## src/rtl/uart_pkg.sv

```systemverilog
// Shared UART constants used by the receive path and the Crypter.
package uart_pkg;
  localparam logic [7:0] ASCII_EOT   = 8'h04;
  localparam int         UART_DATA_W = 8;
endpackage

```

## src/rtl/uart_rx_fifo_interface_pkg.sv

```systemverilog
// Defaults and operation encoding for the UART receive-side FIFO.
package uart_rx_fifo_interface_pkg;
  localparam int         RX_FIFO_DATA_W = uart_pkg::UART_DATA_W;
  localparam int         RX_FIFO_DEPTH  = 4;
  localparam logic [7:0] RX_FIFO_EOT    = uart_pkg::ASCII_EOT;

  // Encoded as {push, pop}
  typedef enum logic [1:0] {
    FIFO_IDLE = 2'b00,
    FIFO_POP  = 2'b01,
    FIFO_PUSH = 2'b10,
    FIFO_BOTH = 2'b11
  } fifo_op_e;
endpackage

```

## src/rtl/uart_rx_fifo_interface_if.sv

```systemverilog
// Handshake bundle between UART_RX/Crypter (master) and the receive FIFO (slave).
// RX_FIFO_OVF_EN adds the sticky overflow flag and its clear strobe.
interface uart_rx_fifo_interface_if
  import uart_rx_fifo_interface_pkg::*;
#(
  parameter int DATA_W = RX_FIFO_DATA_W,
  parameter int DEPTH  = RX_FIFO_DEPTH
);
  logic                       set_flag;
  logic [DATA_W-1:0]          data_in;
  logic                       clear_flag;
  logic                       flag;
  logic [DATA_W-1:0]          data_out;
  logic                       eot;
  logic                       full;
  logic [$clog2(DEPTH+1)-1:0] count;
`ifdef RX_FIFO_OVF_EN
  logic                       overflow;
  logic                       overflow_clr;

  modport master (output set_flag, data_in, clear_flag, overflow_clr,
                  input  flag, data_out, eot, full, count, overflow);
  modport slave  (input  set_flag, data_in, clear_flag, overflow_clr,
                  output flag, data_out, eot, full, count, overflow);
`else
  modport master (output set_flag, data_in, clear_flag,
                  input  flag, data_out, eot, full, count);
  modport slave  (input  set_flag, data_in, clear_flag,
                  output flag, data_out, eot, full, count);
`endif
endinterface

```

## src/rtl/uart_rx_fifo_interface_mem.sv

```systemverilog
// DEPTH x DATA_W storage for the receive FIFO: synchronous write, asynchronous read, no reset.
module rx_fifo_mem
  import uart_rx_fifo_interface_pkg::*;
#(
  parameter int DATA_W = RX_FIFO_DATA_W,
  parameter int DEPTH  = RX_FIFO_DEPTH,
  localparam int ADDR_W = $clog2(DEPTH)
) (
  input  logic              clk,
  input  logic              we,
  input  logic [ADDR_W-1:0] waddr,
  input  logic [DATA_W-1:0] wdata,
  input  logic [ADDR_W-1:0] raddr,
  output logic [DATA_W-1:0] rdata
);
  logic [DATA_W-1:0] mem [DEPTH];

  always_ff @(posedge clk) begin
    if (we) mem[waddr] <= wdata;
  end

  assign rdata = mem[raddr];
endmodule

```

## src/rtl/uart_rx_fifo_interface.sv

```systemverilog
// Receive-side FIFO between UART_RX and the Crypter; flags EOT when the head word is EOT_CHAR.
// Optional macro RX_FIFO_OVF_EN adds a sticky overflow indicator for dropped pushes.
module uart_rx_fifo_interface
  import uart_rx_fifo_interface_pkg::*;
#(
  parameter int                DATA_W   = RX_FIFO_DATA_W,
  parameter int                DEPTH    = RX_FIFO_DEPTH,
  parameter logic [DATA_W-1:0] EOT_CHAR = DATA_W'(RX_FIFO_EOT)
) (
  input logic                clk,
  input logic                rst_n,
  uart_rx_fifo_interface_if.slave bus
);
  localparam int PTR_W = $clog2(DEPTH);
  localparam int CNT_W = $clog2(DEPTH + 1);
  localparam logic [CNT_W-1:0] FULL_CNT = CNT_W'(DEPTH);

  logic [PTR_W-1:0]  wr_ptr;
  logic [PTR_W-1:0]  rd_ptr;
  logic [CNT_W-1:0]  count_q;
  logic [DATA_W-1:0] head;
  logic              flag;
  logic              full;
  logic              push;
  logic              pop;
  fifo_op_e          op;

  assign flag = (count_q != '0);
  assign full = (count_q == FULL_CNT);
  // A pop in the same cycle frees the slot, so a full FIFO still accepts the push
  assign push = bus.set_flag && (!full || bus.clear_flag);
  assign pop  = bus.clear_flag && flag;
  assign op   = fifo_op_e'({push, pop});

  always_ff @(posedge clk or negedge rst_n) begin
    if (!rst_n) begin
      wr_ptr  <= '0;
      rd_ptr  <= '0;
      count_q <= '0;
    end else begin
      case (op)
        FIFO_PUSH: begin
          wr_ptr  <= wr_ptr + 1'b1;
          count_q <= count_q + 1'b1;
        end
        FIFO_POP: begin
          rd_ptr  <= rd_ptr + 1'b1;
          count_q <= count_q - 1'b1;
        end
        FIFO_BOTH: begin
          wr_ptr <= wr_ptr + 1'b1;
          rd_ptr <= rd_ptr + 1'b1;
        end
        default: ;
      endcase
    end
  end

  rx_fifo_mem #(
    .DATA_W (DATA_W),
    .DEPTH  (DEPTH)
  ) u_mem (
    .clk   (clk),
    .we    (push),
    .waddr (wr_ptr),
    .wdata (bus.data_in),
    .raddr (rd_ptr),
    .rdata (head)
  );

  assign bus.flag     = flag;
  assign bus.full     = full;
  assign bus.count    = count_q;
  assign bus.data_out = flag ? head : '0;
  assign bus.eot      = flag && (head == EOT_CHAR);

`ifdef RX_FIFO_OVF_EN
  logic overflow_q;

  // A drop in the same cycle as a clear keeps the flag set
  always_ff @(posedge clk or negedge rst_n) begin
    if (!rst_n)                                          overflow_q <= 1'b0;
    else if (bus.set_flag && full && !bus.clear_flag)    overflow_q <= 1'b1;
    else if (bus.overflow_clr)                           overflow_q <= 1'b0;
  end

  assign bus.overflow = overflow_q;
`endif
endmodule

```

## src/flat_wrapper.sv

```systemverilog
// flat-port wrapper written by rule: the top's interface ports become plain ports
module uart_rx_fifo_interface_flat import uart_rx_fifo_interface_pkg::*;
#(
  parameter int                DATA_W   = RX_FIFO_DATA_W,
  parameter int                DEPTH    = RX_FIFO_DEPTH,
  parameter logic [DATA_W-1:0] EOT_CHAR = DATA_W'(RX_FIFO_EOT)
)
  (clk, rst_n, bus_set_flag, bus_data_in, bus_clear_flag, bus_flag, bus_data_out, bus_eot, bus_full, bus_count);
  uart_rx_fifo_interface_if #(.DATA_W(DATA_W), .DEPTH(DEPTH)) bus_i ();
  input logic clk;
  input logic rst_n;
  input wire logic [$bits(bus_i.set_flag)-1:0] bus_set_flag;
  input wire logic [$bits(bus_i.data_in)-1:0] bus_data_in;
  input wire logic [$bits(bus_i.clear_flag)-1:0] bus_clear_flag;
  output wire logic [$bits(bus_i.flag)-1:0] bus_flag;
  output wire logic [$bits(bus_i.data_out)-1:0] bus_data_out;
  output wire logic [$bits(bus_i.eot)-1:0] bus_eot;
  output wire logic [$bits(bus_i.full)-1:0] bus_full;
  output wire logic [$bits(bus_i.count)-1:0] bus_count;
  assign bus_i.set_flag = bus_set_flag;
  assign bus_i.data_in = bus_data_in;
  assign bus_i.clear_flag = bus_clear_flag;
  assign bus_flag = bus_i.flag;
  assign bus_data_out = bus_i.data_out;
  assign bus_eot = bus_i.eot;
  assign bus_full = bus_i.full;
  assign bus_count = bus_i.count;
  uart_rx_fifo_interface #(.DATA_W(DATA_W), .DEPTH(DEPTH), .EOT_CHAR(EOT_CHAR)) u_core (.clk(clk), .rst_n(rst_n), .bus(bus_i));
endmodule
```

## config.mk

```make
export PLATFORM = sky130hd
export DESIGN_NAME = uart_rx_fifo_interface_flat
export DESIGN_NICKNAME = d
export VERILOG_FILES = /design/src/rtl/uart_pkg.sv /design/src/rtl/uart_rx_fifo_interface_pkg.sv /design/src/rtl/uart_rx_fifo_interface_if.sv /design/src/rtl/uart_rx_fifo_interface_mem.sv /design/src/rtl/uart_rx_fifo_interface.sv /design/src/flat_wrapper.sv
export SDC_FILE = /design/constraint.sdc
export NUM_CORES = 1
export LEC_CHECK = 0
export BUFFER_PORTS_ARGS = -buffer_cell sky130_fd_sc_hd__clkbuf_2
export CAP_MARGIN = 20
export CORE_ASPECT_RATIO = 1.2
export CORE_MARGIN = 1
export CORE_UTILIZATION = 42
export DETAILED_ROUTE_END_ITERATION = 10
export PLACE_DENSITY = 0.65
export SYNTH_ARGS = -nofsm -noshare
export SYNTH_HDL_FRONTEND = slang
export SYNTH_SLANG_ARGS = --single-unit
```

## constraint.sdc

```tcl
create_clock -name clk -period 2.6 [get_ports clk]
set_input_delay 0.26 -clock clk [delete_from_list [all_inputs] [get_ports clk]]
set_output_delay 0.26 -clock clk [all_outputs]
set_load 0.05 [all_outputs]
```

==> impl_metrics.toml, run 1 <==
[yosys]
synth-edff-count = 32
syn_area_sq_um = 1700
synthesis.nets = 116
ys.flop_type = "edfxtp_1"
ys_seq_area_share_pct = 67.0
syn_area_per_cell_sq_um = 17.7
yosys_warnings = 0
synth_cell_types = 24
syn_inst = 96
synthArstFlopShare_pct = 17.9
synth-seq-cells = 39

[floorplan]
start_util_pct = 45.2
coreArea_sq_um = 3750
die_area_sq_um = 4300
die_y_microns = 71.6
rows = 24
die_width_microns = 60.0
pin_count = 26

[drt]
initialDrtViolationCount = 33
drt_pass1_iterations = 4
drc = 0
via_count = 878
wl_per_cell_microns = 15.6
routed_wl_microns = 2820
final_antenna_net_count = 0
viasPerCell = 4.85

[cells_and_area]
nets = 148
syn2layout_area_growth_pct = 19.2
mostFrequentLayoutCell = "edfxtp_1"
regArea_sq_um = 1140
layout_common_cells = "32 x edfxtp_1, 25 x clkbuf_2, 11 x and2_1"
diodes = 0
drive_gt1_share_pct = 32.6
n_fill_cell = 326
multi_input_area_sq_um = 523

[grt]
grtUsageMet2_pct = 26.8
grt_use_met1_pct = 17.9
grt_pass1_vias = 964
grt_remaining_overflow = 0
grtUsageTotal_pct = 15.8
grt_busiest_layer = "met2"
grt_pass1_wl_microns = 4640
grt_max_degree = 13
antenna_found_initial = 0
met3_usage_pct = 3.97

[sta]
setup_viol = 0
final_min_period_over_clock_period_pct = 90.1
rsz0062_at_grt = "no"
clock_skew_ns = 0.00339
maxSlewHeadroom_pct = 69.0
setup_tns_ns = 0
drv_slew = 0
clock.fmax_mhz = 427
tightest_slew_ns = 0.465
fin_crit_ns = 2.34
hold_violations = 0

[critical_path]
crit_path_start_kind = "register"
cp.depth = 5
cp-endpoint = "bus_eot"
crit_chain = "buf_4 > mux4_1 > nor3_1 > and3_1 > clkbuf_2"
max_stage_delay_ns = 0.58
cp_data_required_time_ns = 2.34
r2r_end = "u_core.bus.count[2]"
r2r_cells = 9
slowest_stage = "mux4_1"
critPathTopFamily = "multiplexers"
path_class = "reg2out"
r2r-start = "u_core.bus.count[0]"
worstPathMaxFanout = 6
rrSetupSlack_ns = 0.37
cp-end-kind = "output port"
cp-startpoint = "u_core.rd_ptr[0]"
arrival_ns = 2.08
cp_num_buf_inv = 2

[job]
maxCapViolCount = 0

[clock_network]
hold_buffers = 1
cts_resized = 0
cts_buffers = 5
cts_max_path_buffers = 2
post-cts-setup-buffer-count = 0
clockRootBuffer = "clkbuf_8"
cts_tree = "yes"
clk_latency_ns = 0.29
cts_max_level = 2
cts.sinks = 39
clkTransAtPathRegs_ns = 0.07

[min_path]
min_path_type = "in2reg"

[run_status]
status = "completed"

[place]
gp_congestion = 0.690
io_buffers = 25
detailed_place_hpwl_microns = 1980
==> area by class of cell <==
cell class	instances	share of cell area, %
inverter	8	1.48
tap	52	3.22
clock buffer	6	4.08
clock inverter	2	1.73
timing repair buffer	28	7.42
multi-input combinational	46	25.9
sequential	39	56.2
==> flip-flops by register name, summed over array words and instances, names as in the netlist <==
signal	count
u_core.u_mem.mem	32
u_core.wr_ptr	2
u_core.bus.count	3
u_core.rd_ptr	2
==> worst register-to-register path, cell delays in order, from the launching register on <==
cell and delay, ns:
dfrtp_1 0.47, or3_1 0.35, nand2_1 0.17, inv_1 0.11
ha_1 0.18, inv_1 0.06, fa_1 0.38, xor2_1 0.15
nor2_1 0.12, xor2_1 0.15
==> layer usage <==
metal	share of wire [%]	routed length [microns]	vias up
met5	0	0	-
met3	2.5	71	7
li1	-	-	419
met4	2.2	61	0
met2	53	1490	19
met1	42	1200	433
==> worst min-delay path by stage <==
stage	cells past startpoint	endpoint	startpoint	slack, ns
6_report	1	u_core.u_mem.mem[1][5]	bus_data_in[5]	0.19
5_1_grt	1	u_core.u_mem.mem[1][5]	bus_data_in[5]	0.18
3_3_place_gp	1	u_core.bus.count[0]	rst_n	0.11
3_5_place_dp	1	u_core.bus.count[0]	rst_n	0.12
4_1_cts	1	u_core.u_mem.mem[3][5]	bus_data_in[5]	0.18
2_1_floorplan	0	u_core.bus.count[0]	rst_n	-0.04
==> cells in the mapped netlist, drive strengths merged (2+ instances only) <==
library cell | count | area share (%)
and2 | 12 | 4.5
nor2 | 2 | 0.44
edfxtp | 32 | 57
xnor2 | 4 | 2.1
ha | 7 | 5.2
clkbuf | 2 | 0.44
xor2 | 2 | 1.0
inv | 8 | 1.8
dfrtp | 7 | 10
mux4 | 8 | 12
==> logic make-up after synthesis <==
kind of cell | Yosys count | share of synthesized area (%)
AO/OA/AOI/OAI | 1 | 0.443
XOR/XNOR | 6 | 3.10
adder cells (fa/ha/maj) | 8 | 6.34
buffers and inverters | 11 | 2.88
flip-flops | 39 | 67.0
multiplexers | 10 | 13.0
AND/OR/NAND/NOR | 21 | 7.30
==> through the flow <==
| step | instance area, sq um | util [%] | hold WS (ns) | setup slack, ns | cells |
|---|---|---|---|---|---|
| 2_1_floorplan | 1710 | - | -0.0356 | 0.0279 | 96 |
| 3_3_place_gp | 1900 | 50.5 | 0.108 | 0.488 | 172 |
| 3_5_place_dp | 1900 | 50.5 | 0.117 | 0.391 | 172 |
| 4_1_cts | 2020 | 53.9 | 0.179 | 0.240 | 181 |
| 5_1_grt | 2020 | 53.9 | 0.181 | 0.108 | 181 |
| 6_report | 2020 | 53.9 | 0.187 | 0.258 | 181 |
Power of run 1 is left out: the tool's default activity adds up to more than one toggle a clock period on the data nets, which glitch-free logic cannot reach.
==> run 2, diff against run 1 <==
- SETUP_SLACK_MARGIN: unset -> 0.3
==> impl_metrics.toml, run 2 (synthesized netlist as in run 1, its figures left out) <==
[cells_and_area]
top_register = "u_core.u_mem.mem"
mostFrequentLayoutCell = "edfxtp_1"
drive_gt1_share_pct = 37.2
diodes = 0
syn2layout_area_growth_pct = 17.8
nets = 148
n_fill_cell = 322
largest_reg_flops = 32
layout_common_cells = "32 x edfxtp_1, 24 x clkbuf_2, 11 x and2_1"
final_util_pct = 53.2

[floorplan]
rows = 24
start_util_pct = 45.2
die_area_sq_um = 4300
pin_count = 26
coreArea_sq_um = 3750
die_y_microns = 71.6
die_width_microns = 60.0

[sta]
maxSlewHeadroom_pct = 69.3
clock.fmax_mhz = 458
final_min_period_over_clock_period_pct = 83.9
tightest_slew_ns = 0.460
rsz0062_at_grt = "no"
drv_slew = 0
setup_tns_ns = 0
setup_viol = 0
clock_skew_ns = 0.00163
hold_violations = 0
fin_crit_ns = 2.18

[critical_path]
crit_path_start_kind = "register"
worstPathMaxFanout = 4
cp_data_required_time_ns = 2.34
cp-end-kind = "output port"
path_class = "reg2out"
arrival_ns = 1.92

[clock_network]
cts_max_path_buffers = 2
cts.sinks = 39
clk_latency_ns = 0.28
post-cts-setup-buffer-count = 0
cts_max_level = 2
cts_tree = "yes"
cts_buffers = 5
clockRootBuffer = "clkbuf_8"
clkTransAtPathRegs_ns = 0.07

[run_status]
status = "completed"

[drt]
drt_pass1_iterations = 4
viasPerCell = 4.82
routed_wl_microns = 2810
via_count = 873
final_antenna_net_count = 0
drc = 0
initialDrtViolationCount = 17
wl_per_cell_microns = 15.5

[grt]
antenna_found_initial = 0
grt_remaining_overflow = 0
grt_max_degree = 12
grtUsageTotal_pct = 15.5
grt_pass1_vias = 923
grt_pass1_wl_microns = 4620

[job]
maxCapViolCount = 0

[place]
io_buffers = 25
gp_congestion = 0.769

[min_path]
min_path_type = "in2reg"
[run 2: routing by layer]
metal / global-route usage, % / vias to the layer above / part of all wire [%]
li1: - / 417 / -
met1: 17.7 / 429 / 41
met2: 26.4 / 21 / 53
met3: 4.87 / 6 / 3.8
met4: 6.20 / 0 / 1.6
met5: 0 / - / 0
[run 2: critical path, cell delays in order, from the launching register on]
cell	delay (ns)
dfrtp_1	0.35
buf_4	0.15
mux4_2	0.51
nor4_1	0.25
and3_1	0.18
buf_4	0.19
[run 2: area by class of cell]
type	count	area, sq um	share of cell area [%]
inverters	8	30.0	1.50
flip-flops and latches	39	1140	57.0
well taps	52	65.1	3.26
clock inverters	1	5.00	0.250
multi-input cells	46	529	26.5
clock buffers	7	76.3	3.82
repair buffers	28	153	7.64
[run 2: per-stage QoR]
stage               instances  cell area (sq um)  setup WS [ns]  hold WS (ns)
finish                    181               2000          0.418         0.195
global placement          172               1910          0.488         0.107
floorplan                  96               1720          0.214       -0.0356
detailed placement        172               1910          0.428         0.110
CTS                       181               2010          0.322         0.192
global route              181               2000          0.300         0.192
[run 2: path summary, 6_finish.rpt]
kind	startpoint	end	slack, ns	cells after the start
worst max-delay path	u_core.rd_ptr[0]	bus_eot	0.42	5
min in group asynchronous	rst_n	u_core.wr_ptr[1]	0.34	2
max in group asynchronous	rst_n	u_core.bus.count[2]	2.07	2
worst min-delay path	bus_data_in[1]	u_core.u_mem.mem[3][1]	0.20	1
worst min register to register	u_core.bus.count[2]	u_core.bus.count[2]	0.51	1
worst max register to register	u_core.bus.count[1]	u_core.bus.count[2]	0.44	9
[run 2: what timing repair did]
item / 4_1_cts / 5_1_grt
endpoints found under the hold margin: 7 / 0
cloned: 0 / 0
resized for setup: 2 / 3
endpoints found under the setup margin: 1 / 1
pin swaps: 0 / 0
hold buffers: 1 / 0
Power of run 2 is left out for the same reason.
